File: src/rtl/mouse_pkg.sv
// Shared codes, FSM state encodings and the saturating accumulate helper
// for the device-side PS/2 mouse responder.
package mouse_pkg;

  localparam logic [7:0] CMD_RESET        = 8'hFF;
  localparam logic [7:0] CMD_RESEND       = 8'hFE;
  localparam logic [7:0] CMD_SET_DEFAULTS = 8'hF6;
  localparam logic [7:0] CMD_DISABLE      = 8'hF5;
  localparam logic [7:0] CMD_ENABLE       = 8'hF4;
  localparam logic [7:0] CMD_SET_RATE     = 8'hF3;
  localparam logic [7:0] CMD_GET_ID       = 8'hF2;

  localparam logic [7:0] RSP_ACK    = 8'hFA;
  localparam logic [7:0] RSP_ERROR  = 8'hFE;
  localparam logic [7:0] RSP_BAT_OK = 8'hAA;
  localparam logic [7:0] RSP_DEV_ID = 8'h00;

  localparam logic [3:0] ST_BAT_WAIT  = 4'd0;
  localparam logic [3:0] ST_SEND_BAT  = 4'd1;
  localparam logic [3:0] ST_SEND_ID   = 4'd2;
  localparam logic [3:0] ST_IDLE      = 4'd3;
  localparam logic [3:0] ST_SEND_ACK  = 4'd4;
  localparam logic [3:0] ST_SEND_RESP = 4'd5;
  localparam logic [3:0] ST_PKT_GAP   = 4'd6;
  localparam logic [3:0] ST_SEND_PKT0 = 4'd7;
  localparam logic [3:0] ST_SEND_PKT1 = 4'd8;
  localparam logic [3:0] ST_SEND_PKT2 = 4'd9;
  localparam logic [3:0] ST_RATE_WAIT = 4'd10;

  // What follows once an FA acknowledge has left the transmitter.
  typedef enum logic [1:0] {POST_IDLE, POST_BAT, POST_ID, POST_RATE} post_e;

  localparam int PKT_YOVF  = 7;
  localparam int PKT_XOVF  = 6;
  localparam int PKT_YSIGN = 5;
  localparam int PKT_XSIGN = 4;
  localparam int PKT_ONE   = 3;

  typedef struct packed {
    logic [9:0] val;
    logic       ovf;
  } sat_t;

  function automatic sat_t sat_add(input logic [9:0] acc, input logic [8:0] d);
    logic signed [10:0] s;
    sat_t r;
    s = $signed({acc[9], acc}) + $signed({{2{d[8]}}, d});
    r.ovf = 1'b1;
    if (s > 11'sd255)       r.val = 10'h0FF;
    else if (s < -11'sd256) r.val = 10'h300;
    else begin
      r.val = s[9:0];
      r.ovf = 1'b0;
    end
    return r;
  endfunction

endpackage

File: src/rtl/mouse_move_accum.sv
// X/Y movement accumulators clamped to -256..+255 with sticky overflow,
// plus button-change detection against the last reported button state.
module mouse_move_accum
  import mouse_pkg::*;
(
  input  logic       clk_i,
  input  logic       rst_i,
  input  logic       move_valid_i,
  input  logic [8:0] dx_i,
  input  logic [8:0] dy_i,
  input  logic [2:0] buttons_i,
  input  logic       latch_i,
  input  logic       clear_i,
  output logic [7:0] x_lo_o,
  output logic [7:0] y_lo_o,
  output logic       x_sign_o,
  output logic       y_sign_o,
  output logic       ovf_x_o,
  output logic       ovf_y_o,
  output logic       nonzero_o,
  output logic       btn_changed_o
);

  logic [9:0] acc_x_q, acc_x_d, acc_y_q, acc_y_d, base_x, base_y;
  logic       ovf_x_q, ovf_x_d, ovf_y_q, ovf_y_d, restart;
  logic [2:0] btn_last_q, btn_last_d;
  sat_t       sx, sy;

  // A move arriving on a latch/clear cycle starts the fresh sum.
  always_comb begin
    restart    = latch_i | clear_i;
    base_x     = restart ? 10'd0 : acc_x_q;
    base_y     = restart ? 10'd0 : acc_y_q;
    sx         = sat_add(base_x, dx_i);
    sy         = sat_add(base_y, dy_i);
    acc_x_d    = move_valid_i ? sx.val : base_x;
    acc_y_d    = move_valid_i ? sy.val : base_y;
    ovf_x_d    = (restart ? 1'b0 : ovf_x_q) | (move_valid_i & sx.ovf);
    ovf_y_d    = (restart ? 1'b0 : ovf_y_q) | (move_valid_i & sy.ovf);
    btn_last_d = latch_i ? buttons_i : btn_last_q;
  end

  always_ff @(posedge clk_i or posedge rst_i) begin
    if (rst_i) begin
      acc_x_q    <= '0;
      acc_y_q    <= '0;
      ovf_x_q    <= 1'b0;
      ovf_y_q    <= 1'b0;
      btn_last_q <= '0;
    end else begin
      acc_x_q    <= acc_x_d;
      acc_y_q    <= acc_y_d;
      ovf_x_q    <= ovf_x_d;
      ovf_y_q    <= ovf_y_d;
      btn_last_q <= btn_last_d;
    end
  end

  assign x_lo_o        = acc_x_q[7:0];
  assign y_lo_o        = acc_y_q[7:0];
  assign x_sign_o      = acc_x_q[9];
  assign y_sign_o      = acc_y_q[9];
  assign ovf_x_o       = ovf_x_q;
  assign ovf_y_o       = ovf_y_q;
  assign nonzero_o     = (|acc_x_q) | (|acc_y_q);
  assign btn_changed_o = (buttons_i != btn_last_q);

endmodule

File: src/rtl/mouse_device_sm.sv
// Device-side PS/2 mouse responder: boot BAT/ID, host command decode, 3-byte stream packets.
// Define MOUSE_DEV_ID_CMD_EN to answer F2 (Get Device ID) and F3 (Set Sample Rate).
module mouse_device_sm
  import mouse_pkg::*;
#(
  parameter int unsigned BAT_DELAY = 50_000,
  parameter int unsigned PKT_GAP   = 1_000
) (
  input  logic       CLK,
  input  logic       RESET,
  output logic       SEND_BYTE,
  output logic [7:0] BYTE_TO_SEND,
  input  logic       BYTE_SENT,
  output logic       READ_ENABLE,
  input  logic [7:0] BYTE_READ,
  input  logic [1:0] BYTE_ERROR_CODE,
  input  logic       BYTE_READY,
  input  logic       MOVE_VALID,
  input  logic [8:0] MOVE_DX,
  input  logic [8:0] MOVE_DY,
  input  logic [2:0] MOVE_BUTTONS,
  output logic       REPORTING,
  output logic [3:0] current_state
);

  logic [3:0]  state_q, state_d;
  logic [31:0] cnt_q, cnt_d;
  logic        send_q, busy_q, busy_d, rep_q, rep_d;
  logic [7:0]  byte_q, byte_d, pkt1_q, pkt1_d, pkt2_q, pkt2_d;
  logic        pend_q, pend_d, err_q, err_d;
  logic [7:0]  cmd_q, cmd_d;
  post_e       post_q, post_d;
`ifdef MOUSE_DEV_ID_CMD_EN
  logic [7:0]  rate_q, rate_d;
`endif

  logic       sent, boot_ff, do_cmd, tx_go, acc_latch, acc_clear;
  logic [7:0] tx_val, pkt0;
  logic [7:0] x_lo, y_lo;
  logic       x_sign, y_sign, ovf_x, ovf_y, acc_nz, btn_chg;

  mouse_move_accum u_accum (
    .clk_i         (CLK),
    .rst_i         (RESET),
    .move_valid_i  (MOVE_VALID),
    .dx_i          (MOVE_DX),
    .dy_i          (MOVE_DY),
    .buttons_i     (MOVE_BUTTONS),
    .latch_i       (acc_latch),
    .clear_i       (acc_clear),
    .x_lo_o        (x_lo),
    .y_lo_o        (y_lo),
    .x_sign_o      (x_sign),
    .y_sign_o      (y_sign),
    .ovf_x_o       (ovf_x),
    .ovf_y_o       (ovf_y),
    .nonzero_o     (acc_nz),
    .btn_changed_o (btn_chg)
  );

  assign sent    = BYTE_SENT & busy_q;
  assign boot_ff = pend_q & ~err_q & (cmd_q == CMD_RESET);

  always_comb begin
    pkt0            = '0;
    pkt0[PKT_YOVF]  = ovf_y;
    pkt0[PKT_XOVF]  = ovf_x;
    pkt0[PKT_YSIGN] = y_sign;
    pkt0[PKT_XSIGN] = x_sign;
    pkt0[PKT_ONE]   = 1'b1;
    pkt0[2:0]       = MOVE_BUTTONS;
  end

  always_comb begin
    state_d   = state_q;
    cnt_d     = cnt_q;
    busy_d    = busy_q;
    byte_d    = byte_q;
    rep_d     = rep_q;
    pend_d    = pend_q;
    cmd_d     = cmd_q;
    err_d     = err_q;
    post_d    = post_q;
    pkt1_d    = pkt1_q;
    pkt2_d    = pkt2_q;
    acc_latch = 1'b0;
    acc_clear = 1'b0;
    do_cmd    = 1'b0;
    tx_go     = 1'b0;
    tx_val    = byte_q;
`ifdef MOUSE_DEV_ID_CMD_EN
    rate_d    = rate_q;
`endif
    if (sent) busy_d = 1'b0;

    case (state_q)
      ST_BAT_WAIT: begin
        if (pend_q) begin
          pend_d = 1'b0;
          if (boot_ff) begin
            tx_go = 1'b1; tx_val = RSP_ACK; post_d = POST_BAT; state_d = ST_SEND_ACK;
          end
        end else if (cnt_q == 32'd0) begin
          tx_go = 1'b1; tx_val = RSP_BAT_OK; state_d = ST_SEND_BAT;
        end else begin
          cnt_d = cnt_q - 32'd1;
        end
      end
      ST_SEND_BAT, ST_SEND_ID: begin
        if (sent) begin
          pend_d = 1'b0;
          if (boot_ff) begin
            tx_go = 1'b1; tx_val = RSP_ACK; post_d = POST_BAT; state_d = ST_SEND_ACK;
          end else if (state_q == ST_SEND_BAT) begin
            tx_go = 1'b1; tx_val = RSP_DEV_ID; state_d = ST_SEND_ID;
          end else begin
            state_d = ST_IDLE;
          end
        end
      end
      ST_IDLE: begin
        if (pend_q) begin
          do_cmd = 1'b1;
        end else if (rep_q && (acc_nz || btn_chg)) begin
          acc_latch = 1'b1;
          tx_go     = 1'b1;
          tx_val    = pkt0;
          pkt1_d    = x_lo;
          pkt2_d    = y_lo;
          state_d   = ST_SEND_PKT0;
        end
      end
      ST_SEND_ACK: begin
        if (sent) begin
          case (post_q)
            POST_BAT:  begin cnt_d = 32'(BAT_DELAY - 1); state_d = ST_BAT_WAIT; end
            POST_ID:   begin tx_go = 1'b1; tx_val = RSP_DEV_ID; state_d = ST_SEND_RESP; end
            POST_RATE: state_d = ST_RATE_WAIT;
            default:   state_d = ST_IDLE;
          endcase
        end
      end
      ST_SEND_RESP: if (sent) state_d = ST_IDLE;
      ST_PKT_GAP: begin
        if (pend_q)                do_cmd = 1'b1;
        else if (cnt_q == 32'd0)   state_d = ST_IDLE;
        else                       cnt_d = cnt_q - 32'd1;
      end
      // A command received mid-packet aborts the packet once the current byte is out.
      ST_SEND_PKT0: if (sent) begin
        if (pend_q) do_cmd = 1'b1;
        else begin tx_go = 1'b1; tx_val = pkt1_q; state_d = ST_SEND_PKT1; end
      end
      ST_SEND_PKT1: if (sent) begin
        if (pend_q) do_cmd = 1'b1;
        else begin tx_go = 1'b1; tx_val = pkt2_q; state_d = ST_SEND_PKT2; end
      end
      ST_SEND_PKT2: if (sent) begin
        if (pend_q) do_cmd = 1'b1;
        else begin cnt_d = 32'(PKT_GAP - 1); state_d = ST_PKT_GAP; end
      end
`ifdef MOUSE_DEV_ID_CMD_EN
      ST_RATE_WAIT: begin
        if (pend_q) begin
          pend_d = 1'b0;
          if (err_q) begin
            tx_go = 1'b1; tx_val = RSP_ERROR; state_d = ST_SEND_RESP;
          end else begin
            rate_d = cmd_q;
            tx_go = 1'b1; tx_val = RSP_ACK; post_d = POST_IDLE; state_d = ST_SEND_ACK;
          end
        end
      end
`endif
      default: begin
        cnt_d   = 32'(BAT_DELAY - 1);
        state_d = ST_BAT_WAIT;
      end
    endcase

    if (do_cmd) begin
      pend_d = 1'b0;
      if (err_q) begin
        tx_go = 1'b1; tx_val = RSP_ERROR; state_d = ST_SEND_RESP;
      end else begin
        case (cmd_q)
          CMD_RESET: begin
            rep_d = 1'b0;
            tx_go = 1'b1; tx_val = RSP_ACK; post_d = POST_BAT; state_d = ST_SEND_ACK;
          end
          CMD_ENABLE: begin
            rep_d = 1'b1;
            tx_go = 1'b1; tx_val = RSP_ACK; post_d = POST_IDLE; state_d = ST_SEND_ACK;
          end
          CMD_DISABLE: begin
            rep_d = 1'b0; acc_clear = 1'b1;
            tx_go = 1'b1; tx_val = RSP_ACK; post_d = POST_IDLE; state_d = ST_SEND_ACK;
          end
          CMD_SET_DEFAULTS: begin
            rep_d = 1'b0;
            tx_go = 1'b1; tx_val = RSP_ACK; post_d = POST_IDLE; state_d = ST_SEND_ACK;
          end
          CMD_RESEND: begin
            tx_go = 1'b1; tx_val = byte_q; state_d = ST_SEND_RESP;
          end
`ifdef MOUSE_DEV_ID_CMD_EN
          CMD_GET_ID: begin
            tx_go = 1'b1; tx_val = RSP_ACK; post_d = POST_ID; state_d = ST_SEND_ACK;
          end
          CMD_SET_RATE: begin
            tx_go = 1'b1; tx_val = RSP_ACK; post_d = POST_RATE; state_d = ST_SEND_ACK;
          end
`endif
          default: begin
            tx_go = 1'b1; tx_val = RSP_ERROR; state_d = ST_SEND_RESP;
          end
        endcase
      end
    end

    if (tx_go) begin
      busy_d = 1'b1;
      byte_d = tx_val;
    end

    if (BYTE_READY) begin
      pend_d = 1'b1;
      cmd_d  = BYTE_READ;
      err_d  = |BYTE_ERROR_CODE;
    end
  end

  always_ff @(posedge CLK or posedge RESET) begin
    if (RESET) begin
      state_q <= ST_BAT_WAIT;
      cnt_q   <= 32'(BAT_DELAY - 1);
      send_q  <= 1'b0;
      busy_q  <= 1'b0;
      byte_q  <= 8'h00;
      rep_q   <= 1'b0;
      pend_q  <= 1'b0;
      cmd_q   <= 8'h00;
      err_q   <= 1'b0;
      post_q  <= POST_IDLE;
      pkt1_q  <= 8'h00;
      pkt2_q  <= 8'h00;
`ifdef MOUSE_DEV_ID_CMD_EN
      rate_q  <= 8'd100;
`endif
    end else begin
      state_q <= state_d;
      cnt_q   <= cnt_d;
      send_q  <= tx_go;
      busy_q  <= busy_d;
      byte_q  <= byte_d;
      rep_q   <= rep_d;
      pend_q  <= pend_d;
      cmd_q   <= cmd_d;
      err_q   <= err_d;
      post_q  <= post_d;
      pkt1_q  <= pkt1_d;
      pkt2_q  <= pkt2_d;
`ifdef MOUSE_DEV_ID_CMD_EN
      rate_q  <= rate_d;
`endif
    end
  end

  assign SEND_BYTE     = send_q;
  assign BYTE_TO_SEND  = byte_q;
  assign READ_ENABLE   = (state_q != ST_BAT_WAIT) && !busy_q;
  assign REPORTING     = rep_q;
  assign current_state = state_q;

endmodule
File: config.mk
export PLATFORM = sky130hd
export DESIGN_NAME = mouse_device_sm
export DESIGN_NICKNAME = d
export VERILOG_FILES = /design/src/rtl/mouse_pkg.sv /design/src/rtl/mouse_move_accum.sv /design/src/rtl/mouse_device_sm.sv
export SDC_FILE = /design/constraint.sdc
export NUM_CORES = 1
export LEC_CHECK = 0
export BUFFER_PORTS_ARGS = -buffer_cell sky130_fd_sc_hd__buf_2
export CORE_AREA = 2 2 122 124
export CTS_CLUSTER_DIAMETER = 200
export DETAILED_ROUTE_END_ITERATION = 10
export DIE_AREA = 0 0 124 126
export HOLD_SLACK_MARGIN = 0.1
export SETUP_SLACK_MARGIN = 0.02
export SYNTH_ARGS = -nofsm -noshare
export SYNTH_HDL_FRONTEND = slang
export SYNTH_SLANG_ARGS = --single-unit
File: constraint.sdc
create_clock -name CLK -period 11.17 [get_ports CLK]
set_input_delay 0 -clock CLK [delete_from_list [all_inputs] [get_ports CLK]]
set_output_delay 0 -clock CLK [all_outputs]
set_load 0.05 [all_outputs]
======== Yosys cells after proc, flatten, opt, wreduce, memory -nomap -nowiden ========
Cells that the tools add are included.
cells by class
  magnitude comparators ................... 4
  eq/ne operators ......................... 43
  reductions and logical operators ........ 29
  add/subtract/negate cells ............... 3
  muxes and demuxes ....................... 96
  bitwise operators ....................... 12
operator list
  kind                                                                               count
  32-bit 2-to-1 mux                                                                  6
  8-bit 2-to-1 mux                                                                   16
  32-bit case mux with 4 select lines                                                1
  10-bit 2-to-1 mux                                                                  8
  4-bit 2-to-1 mux                                                                   17
  8-bit case mux with 6 select lines                                                 1
  3-bit != test (second input constant)                                              15
  8-bit equality test (second input constant)                                        5
  4-bit case mux with 9 select lines                                                 1
  32-bit logical NOT                                                                 1
  1-bit 2-to-1 mux                                                                   32
  32-bit by 1-bit subtractor with 32-bit output (second input constant)              1
  15-bit AND reduction                                                               2
  10-bit by 9-bit adder with 11-bit output                                           2
  11-bit by 9-bit greater-than comparator with 1-bit output (second input constant)  2
  11-bit by 9-bit < comparator with 1-bit output (second input constant)             2
  10-bit OR reduction                                                                2
  4-bit by 3-bit equality test with 1-bit output (second input constant)             4
  4-bit != test (second input constant)                                              4
  8-bit case mux with 2 select lines                                                 1
  2-bit != test (second input constant)                                              6
  4-bit case mux with 3 select lines                                                 1
  2-bit 2-to-1 mux                                                                   5
  2-bit OR reduction                                                                 5
  26 further kinds                                                                   47
storage, ports and cells
  register bits after elaboration ......... 100
  output and inout port bits .............. 15
  logic and storage cells ................. 204

======== Logic depth before layout (Yosys ltp) ========
Gate-level depths: netlist of run 1.
  depth in word-level cells ............... 15
  depth in mapped cells ................... 20
  depth with buffers taken out ............ 16

======== By module ========
Synthesis of run 1 repeated with hierarchy kept, for this count alone.
unflattened totals
  cell total of the unflattened synthesis .. 723
  area, all modules ....................... 6865.3 µm²
by module, submodules not included
  module            sequential area each (µm²)  instances  cells an instance  area each (µm²)
  mouse_device_sm   1888.1                      1          452                4488.1
  mouse_move_accum  625.6                       1          271                2377.3

======== Worst setup path before layout of run 1 ========
Ideal clock, no wire load.
  path type ............................... flip-flop to flip-flop
  start point ............................. register state_q[2], in the netlist current_state[2]
  end point ............................... register u_accum.acc_y_q[0]
  arrival time ............................ 5.041 ns
  setup time .............................. 0.069 ns
  path buffers ............................ 4
  stages on the path, launching flop included .. 21
  period minus slack after synthesis ...... 5.110 ns
  path slack .............................. 6.060 ns
  cell sequence ........................... dfrtp_1 > buf_4 > xor2_4 > nand2_2 > a21o_4 > or4b_4 > buf_6 > o41a_1 > buf_6 > clkbuf_1 > and2_1 > ha_1 > inv_1 > fa_1 > nor2b_1 > o31a_1 > o41a_1 > and2_1 > or2_2 > a221oi_1 > a22o_1
on the way
  longest elaborated chain between the ends .. 11
  elaborated cells on any way between the ends .. 18
ends and longest elaborated chain
  element                                                             RTL line                text
  start: declaration                                                  mouse_device_sm.sv:26   logic [3:0] state_q, state_d;
  start signal: assignment                                            mouse_device_sm.sv:251  state_q <= state_d;
  4-bit equality test, or another cell as far along                   mouse_device_sm.sv:96   case (state_q)
  3-bit OR reduction (no line) or 2-bit OR reduction (tied branches)  -
  1-bit case mux with 2 select lines                                  mouse_device_sm.sv:96
  1-bit 2-to-1 mux                                                    mouse_device_sm.sv:181  if (do_cmd) begin
  1-bit bitwise OR *                                                  mouse_move_accum.sv:31  restart = latch_i | clear_i;
  10-bit 2-to-1 mux *                                                 mouse_move_accum.sv:33  base_y = restart ? 10'd0 : acc_y_q;
  10-bit by 9-bit adder with 11-bit output                            mouse_pkg.sv:47         s = $signed({acc[9], acc}) + $signed({{2{d[8]}}, d});
  11-bit by 9-bit < comparator with 1-bit output                      mouse_pkg.sv:50         else if (s < -11'sd256) r.val = 10'h300;
  10-bit 2-to-1 mux                                                   mouse_pkg.sv:50
  10-bit 2-to-1 mux                                                   mouse_pkg.sv:49         if (s > 11'sd255) r.val = 10'h0FF;
  10-bit 2-to-1 mux *                                                 mouse_move_accum.sv:37  acc_y_d = move_valid_i ? sy.val : base_y;
  named net u_accum.acc_y_d[0]                                        mouse_move_accum.sv:24  logic [9:0] acc_x_q, acc_x_d, acc_y_q, acc_y_d, base_x, base_y;
  end signal: assignment                                              mouse_move_accum.sv:52  acc_y_q <= acc_y_d;
  end: declaration                                                    mouse_move_accum.sv:24
Mark *: on every way through the listed nets, which the timed path passes. The rest lies on a longest branch.
A chain may end at the register's enable or synchronous reset.

======== Final worst setup path of run 1 ========
  start point ............................. register state_q[1], in the netlist current_state[1]
  end point ............................... register u_accum.acc_y_q[6]
Same word-level chain as after synthesis.

==> qor.json, run 1 <==
{
  "outcome": "complete, no violations",
  "cts_htree_levels": 3,
  "io_buffers": 50,
  "yosys_warnings": 0,
  "yosys-top-cells-area": "sky130_fd_sc_hd__dfrtp_1 35%, sky130_fd_sc_hd__mux2_2 6.2%, sky130_fd_sc_hd__ha_1 5.0%, sky130_fd_sc_hd__xnor2_1 3.7%, sky130_fd_sc_hd__dfstp_2 3.6%",
  "fin_crit_sh_pct": 58.93,
  "synth-edff-count": 0,
  "tns_ns": 0,
  "tritoncts_num_sinks": 100,
  "grtUsageTotal_pct": 22.42,
  "max_freq_mhz": 151.9,
  "crit_path_end_kind": "flop",
  "dr_total_vias": 5646,
  "postSynthCellCount": 703,
  "worst_clock_skew_ns": 0.004619,
  "grt_pass1_vias": 5526,
  "max-slew-margin-rel_pct": 29.14,
  "final_layout_size_suffix_gt1_share_pct": 17.71,
  "area_of_the_mapped_netlist_um2": 6570,
  "vias_per_cell": 5.931,
  "cp.arrival_ns": 6.87,
  "crit_path_start_kind": "flop",
  "drc_violation_count_after_routing": 0,
  "yosys.cell_types.count": 79,
  "place_area_um2": 6928,
  "antenna_found_initial": 0,
  "design_power_total_uw": 2239,
  "yosysTopAreaCell": "sky130_fd_sc_hd__dfrtp_1",
  "critical_path_required_time_ns": 11.46,
  "yosys_reg_bits": 100,
  "grt_first_pass_wirelength_mm": 27.70,
  "place_hpwl_mm": 11.83,
  "drt_iter0_markers": 488,
  "hold_class": "in -> async",
  "synth_ff_type": "sky130_fd_sc_hd__dfrtp_1",
  "maxSlewViolCount": 0,
  "worst_pin_slew_ns": 1.063,
  "critical_path_peak_fanout": 31,
  "synthArstFlopShare_pct": 100.0,
  "grt_start_max_net_pins": 84,
  "routabilityCongestion": 0.8953,
  "most_common_cell_in_the_synthesized_netlist": "sky130_fd_sc_hd__dfrtp_1",
  "worst-setup-path-type": "reg -> reg",
  "finalInstanceArea_um2": 7517,
  "worstPathCellList": "nand2_1, nor3_1, nand3b_1, o41a_1, and2_1, ha_1, nor2b_1, o31a_1, o41a_1, and2_1, or2_2, a221oi_1, a22o_1",
  "tritoncts.num_buffers": 9,
  "final_core_util_pct": 52.52,
  "yosys.area.top_type_share_pct": 34.66,
  "synth-seq-area-share_pct": 38.26,
  "final_setup_violation_count": 0,
  "antenna_cells_inserted": 0,
  "floorplan.initialDensity_pct": 45.90,
  "placementRows": 44,
  "synth.avg_cell_area_um2": 9.346,
  "power_per_cell_area_nw_per_um2": 297.9,
  "hold_viol_final": 0,
  "fin_crit_ns": 6.582,
  "route.antenna.remaining_nets": 0,
  "cts_setup_buffers": 0,
  "critPathMaxStageDelay_ns": 1.00,
  "routed_wire_length_per_instance_um": 17.48,
  "cts_hold_buf": 24,
  "io_pins": 51,
  "cts_tree": "done",
  "fp.dieW_um": 124,
  "nets": 827,
  "dieHeight_um": 126,
  "firstDrtPassIters": 7,
  "clk_pin_slew_worst_paths_ns": 0.07,
  "max-vdd-ir-drop_uv": 172.0,
  "drv_cap": 0,
  "cts-root-to-sink-buffers": 2,
  "wirelength_mm": 16.64,
  "worst_skew_pair.late_latency_ns": 0.36,
  "ys_top_cells_by_count": "91 x sky130_fd_sc_hd__dfrtp_1, 54 x sky130_fd_sc_hd__nor2_1, 52 x sky130_fd_sc_hd__nand2_1",
  "cp_slowest_cell": "sky130_fd_sc_hd__dfrtp_1",
  "syn_nets": 767,
  "placeableCoreArea_um2": 14310,
  "overflow_after_grt": 0,
  "grt_setup_unrepaired": "no",
  "floorplan.die_area_um2": 15620,
  "static-leakage-power_uw": 0.003287,
  "cts_root_buf": "sky130_fd_sc_hd__clkbuf_16",
  "fin_hold_ws_ns": 0.1151,
  "post_cts_resized": 0,
  "area_overhead_vs_synth_pct": 14.42
}
## layer usage
| metal | global-route usage (%) | part of all wire [%] |
|---|---|---|
| met3 | 4.438 | 4.3 |
| met1 | 30.39 | 45 |
| met2 | 36.13 | 48 |
| met4 | 6.940 | 2.8 |
| met5 | 0 | 0 |
## report_power, final
group | leakage [uW] | total [uW] | internal (uW) | switching, uW
logic | 0.00188 | 1280 | 522 | 753
clock network | 0.000160 | 367 | 221 | 146
registers | 0.00124 | 598 | 475 | 122
total | 0.00329 | 2240 | 1220 | 1020
## logic make-up (layout without fill, tap and decap cells)
family | Yosys count | in the layout | synth area share (%)
flip-flops | 100 | 100 | 38.26
adder cells (fa/ha/maj) | 28 | 28 | 5.561
AO/OA/AOI/OAI | 183 | 183 | 19.27
multiplexers | 40 | 40 | 6.780
XOR/XNOR | 38 | 38 | 5.352
AND/OR/NAND/NOR | 259 | 259 | 20.87
buffers and inverters | 55 | 120 | 3.904
## sequential cells by signal (all words and copies together), names as in the netlist, 2 cells and up
name	cells
pkt1_q	8
post_q	2
u_accum.acc_x_q	10
current_state	4
u_accum.btn_last_q	3
u_accum.acc_y_q	10
cnt_q	32
cmd_q	8
pkt2_q	8
BYTE_TO_SEND	8
## final cells by class
cell class                      instances  area (um^2)
Timing Repair Buffer                   79        528.0
Clock buffer                            9        225.2
Inverter                               25        96.34
Tap cell                              184        230.2
Fill cell                            1343         6797
Clock inverter                          7        123.9
Multi-Input combinational cell        548         3800
Sequential cell                       100         2514
## stage by stage
stage               instances  setup slack [ns]
floorplan                 703             6.060
global placement          912             4.900
detailed placement        912             4.609
CTS                       952             4.610
global route              952             3.879
finish                    952             4.588
## placed cells by master, fill, tap and decap left out, drive strengths merged, types with 7 or more instances in the layout
cell,Yosys,layout
clkbuf,20,9
xor2,10,10
nand3,18,18
nand4,7,7
o21ai,35,35
mux2,36,36
nor2b,11,11
inv,25,26
nor4,16,16
a22o,7,7
and2,25,25
ha,26,26
dlygate4sd3,0,24
a31oi,8,8
nand2,53,53
nor2,54,54
a21o,13,13
nor3,28,28
xnor2,28,28
o2bb2ai,9,9
nand2b,8,8
or3,7,7
buf,10,55
dfrtp,91,91
a21oi,42,42
dfstp,9,9
## critical path, delay by kind of cell, from the launching register on
kind,cells,cell delay [ns]
AND/OR/NAND/NOR,7,2.89
AO/OA/AOI/OAI,5,2.27
flip-flops,1,1.00
adder cells (fa/ha/maj),1,0.32
## final timing paths
check | slack (ns) | startpoint | end | depth (start not counted)
worst max-delay path | 4.59 | current_state[1] | u_accum.acc_y_q[6] | 13
worst min-delay path | 0.12 | RESET | cnt_q[29] | 3
worst max register to register | 4.59 | current_state[1] | u_accum.acc_y_q[6] | 13
worst min register to register | 0.49 | cnt_q[1] | cnt_q[1] | 2
max in group asynchronous | 9.74 | RESET | cmd_q[3] | 4
min in group CLK | 0.22 | MOVE_DY[5] | u_accum.acc_y_q[5] | 5
Power figures use the tool's default switching activity.
==> run 2: changes to the inputs <==
--- a/config.mk
+++ b/config.mk
@@ -11,6 +11,7 @@
 export DETAILED_ROUTE_END_ITERATION = 10
 export DIE_AREA = 0 0 124 126
 export HOLD_SLACK_MARGIN = 0.1
+export PLACE_DENSITY = 0.66
 export SETUP_SLACK_MARGIN = 0.02
 export SYNTH_ARGS = -nofsm -noshare
 export SYNTH_HDL_FRONTEND = slang
==> constraint.sdc (replaced) <==
create_clock -name CLK -period 5.58 [get_ports CLK]
set_input_delay 0 -clock CLK [delete_from_list [all_inputs] [get_ports CLK]]
set_output_delay 0 -clock CLK [all_outputs]
set_load 0.05 [all_outputs]
==> run 2 against run 1 <==
Effect of this change:
- first-iteration DRC count is 27% lower
- clock power up 95%
- maximum frequency grew 28%
- sequential power grew 92%
- via count increased by 1.3%
- setup slack worse by 4.1 ns
- total power rose by 100%
- sequential cell count is the same
- cell count grew 0.84%
- critical endpoint is now u_accum.acc_y_q[4]
- highest routed layer unchanged
==> qor.json, run 2 (synthesis gave the netlist of run 1 again) <==
{
  "drv_cap": 0,
  "floorplan.die_area_um2": 15620,
  "floorplan.initialDensity_pct": 45.90,
  "regMostFlops": "cnt_q",
  "tns_ns": 0,
  "cp.arrival_ns": 5.38,
  "antenna_found_initial": 0,
  "setup_crit_end": "u_accum.acc_y_q[4]",
  "vias_per_cell": 5.958,
  "drc_violation_count_after_routing": 0,
  "final_layout_size_suffix_gt1_share_pct": 18.81,
  "crit_start": "current_state[0]",
  "tritoncts.num_buffers": 9,
  "mostFrequentLayoutCell": "sky130_fd_sc_hd__dfrtp_1",
  "placeableCoreArea_um2": 14310,
  "max-vdd-ir-drop_uv": 349.3,
  "final-instance-count-excl-fill": 960,
  "crit_path_end_kind": "flop",
  "dr_total_vias": 5720,
  "cts_setup_buffers": 0,
  "worst_case_reg_to_reg_path_depth": 16,
  "top_regs": "cnt_q (32), u_accum.acc_x_q (10), u_accum.acc_y_q (10)",
  "maxSlewViolCount": 0,
  "grt.busiest_layer": "met2",
  "max_freq_mhz": 194.5,
  "fp.dieW_um": 124,
  "num-fill-cells": 1282,
  "overflow_after_grt": 0,
  "grtUsageTotal_pct": 22.63,
  "mostFrequentLayoutCells": "91 x sky130_fd_sc_hd__dfrtp_1, 54 x sky130_fd_sc_hd__nor2_1, 52 x sky130_fd_sc_hd__nand2_1",
  "max-slew-margin-rel_pct": 17.51,
  "cts_root_buf": "sky130_fd_sc_hd__clkbuf_16",
  "final_core_util_pct": 52.93,
  "route.antenna.remaining_nets": 0,
  "fin_crit_sh_pct": 92.13,
  "firstDrtPassIters": 5,
  "grt_start_max_net_pins": 72,
  "worst-setup-path-type": "reg -> reg",
  "hold_viol_final": 0,
  "worst_pin_slew_ns": 1.228,
  "io_buffers": 50,
  "hold_class": "in -> async",
  "fin_crit_ns": 5.141,
  "tritoncts_num_sinks": 100,
  "largest_register_ff_count": 32,
  "drt_iter0_markers": 356,
  "antenna_cells_inserted": 0,
  "grt_pass1_vias": 5694,
  "cts_tree": "done",
  "grt_setup_unrepaired": "no",
  "critical_path_required_time_ns": 5.82,
  "place_area_um2": 6995,
  "dpl.cell_count": 921,
  "worst_r2r_endpoint": "u_accum.acc_y_q[4]",
  "io_pins": 51,
  "static-leakage-power_uw": 0.003331,
  "nets": 835,
  "grtUsageMet3_pct": 4.303,
  "power_per_cell_area_nw_per_um2": 599.1,
  "placementRows": 44,
  "r2r_start": "current_state[0]",
  "met2_usage_pct": 37.46,
  "crit_path_start_kind": "flop",
  "wirelength_mm": 16.75,
  "outcome": "complete, no violations",
  "clk_pin_slew_worst_paths_ns": 0.07,
  "grt_use_met1_pct": 29.15,
  "grt_first_pass_wirelength_mm": 27.91,
  "cts_htree_levels": 3,
  "dieHeight_um": 126,
  "worst-r2r-setup-slack_ns": 0.44,
  "routabilityCongestion": 0.9178,
  "worst_skew_pair.late_latency_ns": 0.35,
  "final_setup_violation_count": 0,
  "place_hpwl_mm": 12.35,
  "worst_clock_skew_ns": 0.006554,
  "critical_path_peak_fanout": 12,
  "cts-root-to-sink-buffers": 2,
  "routed_wire_length_per_instance_um": 17.44,
  "finalInstanceArea_um2": 7576,
  "area_overhead_vs_synth_pct": 15.31
}
-- run 2: changes by cell type in the layout (fill, tap and decap cells not counted), sizes merged --
| cell | delta |
|---|---|
| buf | +9 |
| clkinvlp | -2 |
| clkbuf | +1 |
| clkinv | +1 |
| dlygate4sd3 | -1 |
-- run 2: layout make-up --
cell class                 instances  area, um^2  share of cell area, %
multi-input combinational        548        3810                  50.29
clock inverter                     6       111.4                  1.470
clock buffer                      10       229.0                  3.022
sequential                       100        2514                  33.18
timing repair buffer              87       585.6                  7.729
tap                              184       230.2                  3.039
inverter                          25       96.34                  1.272
-- run 2: metal layers --
metal,vias to the layer above,share of wire [%],routed length [um]
met4,0,3.1,520
met1,2806,44,7291
met2,152,50,8295
met3,41,3.8,639
met5,-,0,0
li1,2721,-,-
-- run 2: power by group --
part           internal [uW]  switching [uW]  leakage [uW]  total (uW)
logic                   1080            1590       0.00192        2680
clock network            439             275      0.000163         714
registers                954             197       0.00124        1150
-- run 2: worst min path at each step --
stage	startpoint	end	slack, ns	cells past startpoint
6_report	RESET	SEND_BYTE	0.19	3
3_3_place_gp	RESET	SEND_BYTE	0.02	2
5_1_grt	RESET	SEND_BYTE	0.23	3
4_1_cts	RESET	SEND_BYTE	0.20	3
2_1_floorplan	BYTE_READ[0]	cmd_q[0]	0.12	2
3_5_place_dp	RESET	SEND_BYTE	0.03	2
-- run 2: worst max-delay path, stage by stage (launching register included) --
cell	delay, ns
sky130_fd_sc_hd__dfrtp_1	0.56
sky130_fd_sc_hd__and3b_2	0.29
sky130_fd_sc_hd__o21ai_2	0.08
sky130_fd_sc_hd__a21o_4	0.26
sky130_fd_sc_hd__or4b_4	0.54
sky130_fd_sc_hd__o41a_1	0.50
sky130_fd_sc_hd__and2_1	0.24
sky130_fd_sc_hd__ha_1	0.19
sky130_fd_sc_hd__inv_1	0.07
sky130_fd_sc_hd__fa_1	0.18
sky130_fd_sc_hd__nor2b_1	0.07
sky130_fd_sc_hd__o31a_1	0.30
sky130_fd_sc_hd__o311ai_0	0.48
sky130_fd_sc_hd__or4bb_1	0.44
sky130_fd_sc_hd__a32o_1	0.33
sky130_fd_sc_hd__or2_2	0.32
sky130_fd_sc_hd__a22o_1	0.19
-- run 2: metrics by stage --
| stage | hold WS, ns | power (uW) | setup WS [ns] |
|---|---|---|---|
| final | 0.1904 | 4539 | 0.4394 |
| after global routing | 0.2331 | 4886 | 0.1750 |
| after CTS | 0.1984 | 4522 | 0.2762 |
| after detailed placement | 0.02730 | 3780 | 0.2885 |
| after global placement | 0.02113 | 3741 | 0.5718 |
| after floorplan | 0.1210 | 3145 | 0.4702 |
-- run 2: repair_timing --
item / in CTS / in global routing
endpoints found under the setup margin: 0 / 7
hold buffers: 23 / 0
gates resized for setup: 0 / 2
hold endpoints to repair: 51 / 0
